**src/rtl/qspi_flash_avmm.sv**
```systemverilog
// Avalon-MM slave to serial NOR flash engine: word reads become fast-read
// transactions, word writes become WREN + page program. Optional macro QSPI_WIP_POLL_EN.
`timescale 1ns/1ps
module qspi_flash_avmm #(
  parameter int          AW           = 22,
  parameter int          DW           = 32,
  parameter int          SPI_W        = 4,
  parameter int          DUMMY_CYCLES = 8,
  parameter int          CLK_DIV      = 2,
  parameter logic [7:0]  RD_CMD       = 8'h6B,
  parameter logic [7:0]  WR_CMD       = 8'h32
) (
  input  logic              aclk,
  input  logic              aresetn,
  input  logic [AW-1:0]     address,
  input  logic              read,
  input  logic              write,
  input  logic [DW-1:0]     writedata,
  input  logic [DW/8-1:0]   byteenable,
  output logic              waitrequest,
  output logic [DW-1:0]     readdata,
  output logic              readdatavalid,
  output logic              idle,
  output logic              SCK,
  output logic              CSn,
  input  logic [SPI_W-1:0]  MISO,
  output logic [SPI_W-1:0]  MOSI,
  output logic              mosi_oe
);

  localparam int DVW = $clog2(CLK_DIV) + 1;
  localparam int GW  = $clog2(4 * CLK_DIV + 2) + 1;
  localparam int PL  = (SPI_W > 1) ? 1 : 0;
  localparam logic [DVW-1:0] DIV_LAST = DVW'(CLK_DIV - 1);
  localparam logic [GW-1:0]  GAP_CS   = GW'(4 * CLK_DIV - 1);
  localparam logic [GW-1:0]  GAP_DONE = GW'(4 * CLK_DIV + 1);
  localparam logic [7:0]     NB_DATA  = 8'(32 / SPI_W);
  localparam logic [7:0]     NB_DUMMY = 8'(DUMMY_CYCLES);

  typedef enum logic [3:0] {
    IDLE, WREN, GAP, CMD, ADDR, DUMMY, DATA, POLL, DONE
  } state_t;

  state_t           state_q, state_d;
  logic [DVW-1:0]   div_q, div_d;
  logic             sck_q, sck_d;
  logic [7:0]       bits_q, bits_d;
  logic [GW-1:0]    gap_q, gap_d;
  logic [31:0]      sh_q, sh_d;
  logic [31:0]      rx_q, rx_d;
  logic [23:0]      addr_q, addr_d;
  logic [31:0]      wdat_q, wdat_d;
  logic             wr_q, wr_d;
  logic             pend_q, pend_d;
  logic             poll_q, poll_d;
  logic [31:0]      rdata_q, rdata_d;
  logic             rdv_q, rdv_d;
  logic             csn_q, csn_d;
  logic             oe_q, oe_d;
  logic [SPI_W-1:0] mosi_q, mosi_d;
  logic             wait_q, wait_d;
  logic             idle_q, idle_d;

  logic             shifting, last;
  logic [AW+25:0]   addr_ext;
  logic [23:0]      fa;
  logic [31:0]      wmap;

  assign addr_ext = {24'h0, address, 2'b00};
  assign fa       = addr_ext[23:0];
  // Stream order: flash byte A+0 first; disabled bytes become FF so the flash cell is untouched.
  assign wmap = {byteenable[0] ? writedata[7:0]   : 8'hFF,
                 byteenable[1] ? writedata[15:8]  : 8'hFF,
                 byteenable[2] ? writedata[23:16] : 8'hFF,
                 byteenable[3] ? writedata[31:24] : 8'hFF};

  always_comb begin
    state_d  = state_q;
    div_d    = div_q;
    sck_d    = sck_q;
    bits_d   = bits_q;
    gap_d    = gap_q;
    sh_d     = sh_q;
    rx_d     = rx_q;
    addr_d   = addr_q;
    wdat_d   = wdat_q;
    wr_d     = wr_q;
    pend_d   = pend_q;
    poll_d   = poll_q;
    rdata_d  = rdata_q;
    rdv_d    = 1'b0;
    last     = 1'b0;
    shifting = (state_q inside {WREN, CMD, ADDR, DUMMY, DATA, POLL});

    // Every phase ends on an SCK fall, so the next phase starts with SCK low and div at zero.
    if (shifting) begin
      if (div_q == DIV_LAST) begin
        div_d = '0;
        if (!sck_q) begin
          sck_d = 1'b1;
          if (state_q == DATA && !wr_q) rx_d = {rx_q[31-SPI_W:0], MISO};
          else if (state_q == POLL)     rx_d = {rx_q[30:0], MISO[PL]};
        end else begin
          sck_d  = 1'b0;
          sh_d   = (state_q == DATA) ? (sh_q << SPI_W) : (sh_q << 1);
          bits_d = bits_q - 8'd1;
          last   = (bits_q == 8'd1);
        end
      end else begin
        div_d = div_q + DVW'(1);
      end
    end

    case (state_q)
      IDLE: begin
        if (pend_q) begin
          pend_d  = 1'b0;
          wr_d    = 1'b1;
          state_d = WREN;
          sh_d    = {8'h06, 24'h0};
          bits_d  = 8'd8;
        end else if (read) begin
          state_d = CMD;
          wr_d    = 1'b0;
          addr_d  = fa;
          sh_d    = {RD_CMD, 24'h0};
          bits_d  = 8'd8;
          if (write && (|byteenable)) begin
            pend_d = 1'b1;
            wdat_d = wmap;
          end
        end else if (write && (|byteenable)) begin
          state_d = WREN;
          wr_d    = 1'b1;
          addr_d  = fa;
          wdat_d  = wmap;
          sh_d    = {8'h06, 24'h0};
          bits_d  = 8'd8;
        end
      end
      WREN: if (last) begin
        state_d = GAP;
        gap_d   = GAP_CS;
      end
      GAP: begin
        if (gap_q == '0) begin
          state_d = CMD;
          sh_d    = {WR_CMD, 24'h0};
          bits_d  = 8'd8;
        end else begin
          gap_d = gap_q - GW'(1);
        end
      end
      CMD: if (last) begin
        state_d = ADDR;
        sh_d    = {addr_q, 8'h00};
        bits_d  = 8'd24;
      end
      ADDR: if (last) begin
        if (wr_q || DUMMY_CYCLES == 0) begin
          state_d = DATA;
          sh_d    = wr_q ? wdat_q : '0;
          bits_d  = NB_DATA;
        end else begin
          state_d = DUMMY;
          sh_d    = '0;
          bits_d  = NB_DUMMY;
        end
      end
      DUMMY: if (last) begin
        state_d = DATA;
        sh_d    = '0;
        bits_d  = NB_DATA;
      end
      DATA: if (last) begin
        state_d = DONE;
        gap_d   = GAP_DONE;
`ifdef QSPI_WIP_POLL_EN
        poll_d  = wr_q;
`else
        poll_d  = 1'b0;
`endif
      end
      POLL: if (last) begin
        state_d = DONE;
        gap_d   = GAP_DONE;
        poll_d  = rx_q[0];
      end
      DONE: begin
        if (gap_q == '0) begin
          if (poll_q) begin
            state_d = POLL;
            sh_d    = {8'h05, 24'h0};
            bits_d  = 8'd16;
          end else begin
            state_d = IDLE;
            if (!wr_q) begin
              rdv_d   = 1'b1;
              rdata_d = {rx_q[7:0], rx_q[15:8], rx_q[23:16], rx_q[31:24]};
            end
          end
        end else begin
          gap_d = gap_q - GW'(1);
        end
      end
      default: state_d = IDLE;
    endcase

    // Pin outputs are registered from next-state values so CSn, SCK and MOSI move together.
    csn_d  = !(state_d inside {WREN, CMD, ADDR, DUMMY, DATA, POLL});
    oe_d   = (state_d inside {WREN, CMD, ADDR}) || (state_d == DATA && wr_d) ||
             (state_d == POLL && bits_d > 8'd8);
    mosi_d = '0;
    if (state_d == DATA) begin
      if (wr_d) mosi_d = sh_d[31 -: SPI_W];
    end else if (oe_d) begin
      mosi_d[0] = sh_d[31];
    end
    wait_d = !(state_d == IDLE && !pend_d);
    idle_d = (state_d == IDLE);
  end

  always_ff @(posedge aclk or negedge aresetn) begin
    if (!aresetn) begin
      state_q <= IDLE;
      div_q   <= '0;
      sck_q   <= 1'b0;
      bits_q  <= '0;
      gap_q   <= '0;
      sh_q    <= '0;
      rx_q    <= '0;
      addr_q  <= '0;
      wdat_q  <= '0;
      wr_q    <= 1'b0;
      pend_q  <= 1'b0;
      poll_q  <= 1'b0;
      rdata_q <= '0;
      rdv_q   <= 1'b0;
      csn_q   <= 1'b1;
      oe_q    <= 1'b0;
      mosi_q  <= '0;
      wait_q  <= 1'b1;
      idle_q  <= 1'b0;
    end else begin
      state_q <= state_d;
      div_q   <= div_d;
      sck_q   <= sck_d;
      bits_q  <= bits_d;
      gap_q   <= gap_d;
      sh_q    <= sh_d;
      rx_q    <= rx_d;
      addr_q  <= addr_d;
      wdat_q  <= wdat_d;
      wr_q    <= wr_d;
      pend_q  <= pend_d;
      poll_q  <= poll_d;
      rdata_q <= rdata_d;
      rdv_q   <= rdv_d;
      csn_q   <= csn_d;
      oe_q    <= oe_d;
      mosi_q  <= mosi_d;
      wait_q  <= wait_d;
      idle_q  <= idle_d;
    end
  end

  assign waitrequest   = wait_q;
  assign readdata      = rdata_q;
  assign readdatavalid = rdv_q;
  assign idle          = idle_q;
  assign SCK           = sck_q;
  assign CSn           = csn_q;
  assign MOSI          = mosi_q;
  assign mosi_oe       = oe_q;

endmodule

```
**config.mk**
```make
export PLATFORM = sky130hd
export DESIGN_NAME = qspi_flash_avmm
export DESIGN_NICKNAME = d
export VERILOG_FILES = /design/src/rtl/qspi_flash_avmm.sv
export SDC_FILE = /design/constraint.sdc
export NUM_CORES = 1
export LEC_CHECK = 0
export ABC_AREA = 1
export BUFFER_PORTS_ARGS = -buffer_cell sky130_fd_sc_hd__buf_4
export CORE_UTILIZATION = 45
export CTS_BUF_LIST = sky130_fd_sc_hd__clkbuf_2 sky130_fd_sc_hd__clkbuf_4 sky130_fd_sc_hd__clkbuf_8
export DETAILED_ROUTE_END_ITERATION = 7
export PLACE_DENSITY = 0.62
export SYNTH_ARGS = -nofsm -noshare
export SYNTH_HDL_FRONTEND = slang
export SYNTH_SLANG_ARGS = --single-unit
```
**constraint.sdc**
```tcl
create_clock -name aclk -period 2.5 [get_ports aclk]
set_clock_uncertainty 0.1 [all_clocks]
set_input_delay 0.125 -clock aclk [delete_from_list [all_inputs] [get_ports aclk]]
set_output_delay 0.125 -clock aclk [all_outputs]
set_load 0.02 [all_outputs]
```
Word level (Yosys, flattened, before mapping)
Index checks and enable logic that the tools add are counted.
- bits in registers: 184
- input port bits: 66
- output and inout bits: 42
- logic and storage cells: 156
- add/subtract/negate cells: 3
- $lt $le $gt $ge: 1
- equal/unequal tests: 21
- muxes and demuxes: 76
- bitwise gates (word level): 4
- reduce and logical (&&, ||, !) cells: 32
- operators by type and width (kind ; count):
    two-way mux 32 bit ; 16
    case mux 32 bit (6 select lines) ; 1
    two-way mux 8 bit ; 15
    two-way mux 24 bit ; 2
    two-way mux 4 bit ; 11
    case mux 8 bit (5 select lines) ; 1
    equality test 4 x 3 -> 1 bit (second input constant) ; 8
    case mux 4 bit (8 select lines) ; 1
    two-way mux 1 bit ; 20
    two-way mux 5 bit ; 3
    case mux 5 bit (3 select lines) ; 1
    equality test 4 x 2 -> 1 bit (second input constant) ; 3
    AND reduction 4 bit ; 3
    nonzero test 6 bit ; 2
    AND reduction 3 bit ; 3
    equality test 4 x 1 -> 1 bit (second input constant) ; 2
    equality test 8 x 1 -> 1 bit (second input constant) ; 1
    > comparator 8 x 4 -> 1 bit (second input constant) ; 1
    zero test 4 bit ; 2
    inequality test 2 bit (second input constant) ; 4
    subtractor 8 x 1 -> 8 bit (second input constant) ; 1
    two-way mux 3 bit ; 2
    nonzero test 2 bit ; 3
    nonzero test 3 bit ; 2
    15 further kinds ; 29

Depth between registers and ports, before layout
- word-level depth: 13
- mapped depth: 17
- mapped depth without buffers: 17

Worst setup path after synthesis
No wires, ideal clock.
- path kind: flip-flop to flip-flop
- start point: reg gap_q[0]
- end point: reg mosi_q[0] (netlist: MOSI[0])
- library setup time: 0.116 ns
- arrival: 1.831 ns
- required time: 2.284 ns
- path slack: 0.453 ns
- cell stages (with the launch flop): 18
- path buffers: 0
- period minus slack after synthesis: 2.047 ns
- cells stage by stage: dfrtp_1 inv_1 ha_1 nand3_1 nor2_1 nand2_1 nand2_1 inv_1 nor2_1 nand2_2 nand3_4 nor2_4 nand2_1 nand2_1 nor2_2 nand2_2 nand2_1 nand2_1
- longest elaborated chain between the ends: 9
- elaborated cells between the ends (all ways): 24
- classes of those cells: order compare: 1; eq/ne: 5; mux: 12; reduce/logical: 6
- RTL lines (element ; line ; RTL):
    from (decl) ; 48 ; logic [GW-1:0] gap_q, gap_d;
    from (signal assigned) ; 249 ; gap_q <= gap_d;
    zero test 5 bit (*) ; 146, 190 ;
    two-way mux 4 bit, on equally long branches ; 190, 146 ;
    case mux 4 bit (8 select lines) (*) ; 114 ; case (state_q)
    net state_d[0] ; 44 ; state_t state_q, state_d;
    equality test 4 x 1 -> 1 bit (tied with other cells) ; 211 ; oe_d = (state_d inside {WREN, CMD, ADDR}) || (state_d == DATA && wr_d) ||
    nonzero test 3 bit / logical AND 1 bit (equally long branches) ; 211 ;
    logical OR 1 bit ; 211 ;
    logical OR 1 bit (*) ; 211 ;
    net oe_d ; 59 ; logic oe_q, oe_d;
    two-way mux 1 bit (*) ; 216 ; end else if (oe_d) begin
    two-way mux 1 bit (*) ; 214 ; if (state_d == DATA) begin
    net mosi_d[0] ; 60 ; logic [SPI_W-1:0] mosi_q, mosi_d;
    to (signal assigned) ; 261 ; mosi_q <= mosi_d;
    to (decl) ; 60 ;
Mark *: on every way through the listed nets, which the timed path passes. The rest lies on a longest branch.
A chain may end at the register's enable or synchronous reset.

Worst setup path in the final report
- start point: reg state_q[3]
- end point: reg mosi_q[0] (netlist: MOSI[0])
- elaborated cells between the ends (all ways): 63
- classes of those cells: order compare: 1; eq/ne: 13; mux: 40; reduce/logical: 9
- RTL lines (element ; line ; RTL):
    from (decl) ; 44 ;
    from (signal assigned) ; 245 ; state_q <= state_d;
    equality test 4 x 3 -> 1 bit ; 93, 105 ;
    two-way mux 32 bit ; 105 ; sh_d = (state_q == DATA) ? (sh_q << SPI_W) : (sh_q << 1);
    two-way mux 32 bit ; 99 ; if (!sck_q) begin
    two-way mux 32 bit ; 97 ; if (div_q == DIV_LAST) begin
    two-way mux 32 bit ; 96 ; if (shifting) begin
    two-way mux 32 bit ; 132 ; end else if (write && (|byteenable)) begin
    two-way mux 32 bit ; 122 ; end else if (read) begin
    two-way mux 32 bit ; 116 ; if (pend_q) begin
    case mux 32 bit (6 select lines) (*) ; 114 ;
    net sh_d[28] ; 49 ; logic [31:0] sh_q, sh_d;
    two-way mux 4 bit (*) ; 215 ; if (wr_d) mosi_d = sh_d[31 -: SPI_W];
    two-way mux 1 bit (*) ; 214 ;
    net mosi_d[0] ; 60 ;
Marks and branches as above.

==> impl_results.md <==
- Status: completed
- Final Setup Violations: 0
- Largest net degree at the start of global routing: 65
- Worst reg2reg setup slack: 150 ps
- Flop pwr share: 0.569
- Global-route wire length before repair: 35600 um
- Post-Place Worst Slack: 98.7 ps
- Critical-path cell list: inv_2, nand2_2, nand2_4, nand3_4, buf_4, buf_4, a21oi_1, o21ai_0, o21ai_0, o21ai_0, o2111ai_1, nand2_1, nand2_1
- Synth Cell Area: 8830 um^2
- Crit end category: flip-flop
- Clk network pwr share: 0.374
- WS Path Type: reg2reg
- Hold path start: byteenable[0]
- Final net count: 1261
- Final hold violations: 0
- Antenna Cells: 0
- Slew margin rel.: 0.601
- Fin cells: 1465
- Vias in the first global route: 7123
- Chip height: 142 um
- RR Endpoint: MOSI[0]
- Later-pin clock latency in the skew report: 460 ps
- Comb power frac: 0.058
- Htree depth: 4
- Delay of the slowest critical-path stage: 430 ps
- Clock slew at reported path FFs: 90 ps
- Total track usage: 0.225
- ANT nets after route: 0
- Pleak: 5.47 nW
- Dominant cells by area after synthesis: dfrtp_1, o21ai_0, nand2_1, inv_1, o211ai_1
- YS warnings: 0
- DRC errors left: 0
- Cts bufs inserted: 17
- Top-area cell type share of the netlist area: 0.510
- Worst VDD drop: 0.343 mV
- Net Sw Frac: 0.230
- TritonCTS clock tree: yes
- Pwr dens: 476 nW/um^2
- Critical Path Fanout Max: 13
- Via Count: 7485
- Startpoint Class: flip-flop
- Root Buffer: clkbuf_8
- Via density: 5.11
- Crit path DAT: 2650 ps
- Syn Inst Count: 1015
- WHS Endpoint: wdat_q[25]
- RSZ-0062 raised after global routing: true
- Drt pass-1 iters: 5
- Max clock buf depth: 2
- Fin area: 11200 um^2
- FF-to-FF Start: state_q[3]
- Yosys top cell by area: dfrtp_1
- Fin. max-slew vios: 0
- Initial antenna violation count: 0
- Crit path time final: 2350 ps
- DRT Wirelength: 21400 um
- Port Buffer Count: 107
- Fillers: 1703
- Rows: 50
- Net Count, Synth: 1084
- Number of synthesized flops with an enable pin: 0
- Hold Path Cell Cnt: 4
- Layout cells sized above 1: 0.207
- Worst-Margin Slew: 598 ps
- Initial drt markers: 455
- Switching pwr: 0.00122 W
- Min setup slack post-route: 152 ps
- CP dominant cell by count: o21ai_0
- Hpwl dp: 14800 um
- Max Cap Viol: 0
- Most used DFF post-synth: dfrtp_1
- Internal: 0.00409 W
- Register area share after synthesis: 0.516
- Count leader, synth: nand2_1
- Die Area: 20200 um^2
- RePlAce Congestion: 0.898
- Hold Path Class: in2reg
- Most common library cells after synthesis: nand2_1, dfrtp_1, o21ai_0
- Final period util: 0.939
- DR WL/cell: 14.6 um
- Gr ovfl total: 0
- F_max: 0.426 GHz
- Die width: 142 um
- Worst path slowest cell: dfrtp_1
- Placed Area: 10100 um^2
- Clock net sink count: 182
- Placed cell count: 1365
- Avg Cell Area, Syn: 8.70 um^2
- Area Growth Syn to Fin: 26.5%
- Core Region: 19000 um^2
- Depth of the worst register-to-register path: 13
- Unique masters post-synth: 50
- IO Count: 108
- Req. time, crit path: 2810 ps
- #FFs+latches synth: 182
- Fraction of registers with async set/reset: 1.00
- Starting density of the core: 0.466
cells by family after synthesis:
logic type | Yosys count | synth area share
AOI/OAI and AO/OA | 296 | 0.192
xor gates and xnor gates | 4 | 0.00397
adders and majority gates | 3 | 0.00425
buffers and inverters | 190 | 0.0845
DFF | 182 | 0.516
muxes | 20 | 0.0255
and+or+nand+nor | 320 | 0.173
stage by stage:
step / hold slack [ps] / power (W) / setup TNS (ps) / util
2_1_floorplan: -271 / 0.00314 / 0 / -
3_3_place_gp: 46.5 / 0.00331 / 0 / 0.532
3_5_place_dp: 48.5 / 0.00332 / 0 / 0.532
4_1_cts: 2.06 / 0.00538 / 0 / 0.586
5_1_grt: 30.2 / 0.00553 / -38.6 / 0.589
6_report: 25.1 / 0.00532 / 0 / 0.589
layout by cell type, fill, tap and decap left out, types with 8 or more instances in the layout:
| master | n |
|---|---|
| a21oi_1 | 32 |
| buf_12 | 8 |
| buf_4 | 133 |
| clkbuf_8 | 21 |
| dfrtp_1 | 179 |
| dlygate4sd3_1 | 62 |
| inv_1 | 136 |
| mux2_2 | 20 |
| nand2_1 | 196 |
| nand3_1 | 32 |
| nor2_1 | 34 |
| nor2_2 | 10 |
| o211ai_1 | 39 |
| o21ai_0 | 177 |
| o21ai_1 | 9 |
| o221ai_1 | 13 |
| o22ai_1 | 11 |
per-layer routing:
layer  vias up  GRT usage  routed length [um]
li1       3744          -                   -
met1      3556      0.311               10000
met2       160      0.365               10400
met3        25     0.0387                 715
met4         0     0.0600                 280
met5         -          0                   0
state kept, by name (all words and copies together) (netlist names):
signal         flops
readdata          32
SCK                1
bits_q             8
sh_q              32
rx_q              32
poll_q             1
wr_q               1
div_q              2
gap_q              5
mosi_oe            1
waitrequest        1
idle               1
readdatavalid      1
CSn                1
wdat_q            32
addr_q            22
MOSI               4
pend_q             1
state_q            4
worst max path at each step:
stage                from  endpoint  slack [ps]
5_1_grt          gap_q[0]   MOSI[0]         -40
2_1_floorplan    gap_q[0]   MOSI[0]         450
6_report       state_q[3]   MOSI[0]         150
3_3_place_gp   state_q[1]   rx_q[1]         180
4_1_cts          gap_q[0]   MOSI[0]          80
3_5_place_dp     gap_q[0]   MOSI[0]         100
worst max-delay path, delay by kind of cell, from the launching register on:
| family | cells | cell delay (ps) |
|---|---|---|
| simple gates | 5 | 560 |
| flops | 1 | 430 |
| compound gates | 5 | 730 |
| buf+inv | 3 | 480 |
power by group through the flow:
stage          logic (W)  registers, W  clock network, W
2_1_floorplan  0.0000604       0.00308                 0
3_3_place_gp    0.000231       0.00308                 0
3_5_place_dp    0.000234       0.00308                 0
4_1_cts         0.000310       0.00302           0.00205
5_1_grt         0.000340       0.00303           0.00216
6_report        0.000306       0.00302           0.00199
cell type report:
type                       instances  area [um^2]  area share
sequential                       182         4560       0.408
clock inverter                     9         91.3     0.00818
clock buffer                      23          304      0.0272
multi-input combinational        643         3550       0.318
inverter                         144          543      0.0486
tap                              260          325      0.0291
timing repair buffer             204         1790       0.160
repair_timing:
item,in CTS,in global routing
setup endpoints to repair,0,15
endpoints found under the hold margin,182,0
setup buffers,0,6
gates resized for setup,0,7
hold buffers,62,0
(Power assumes the default switching activity.)
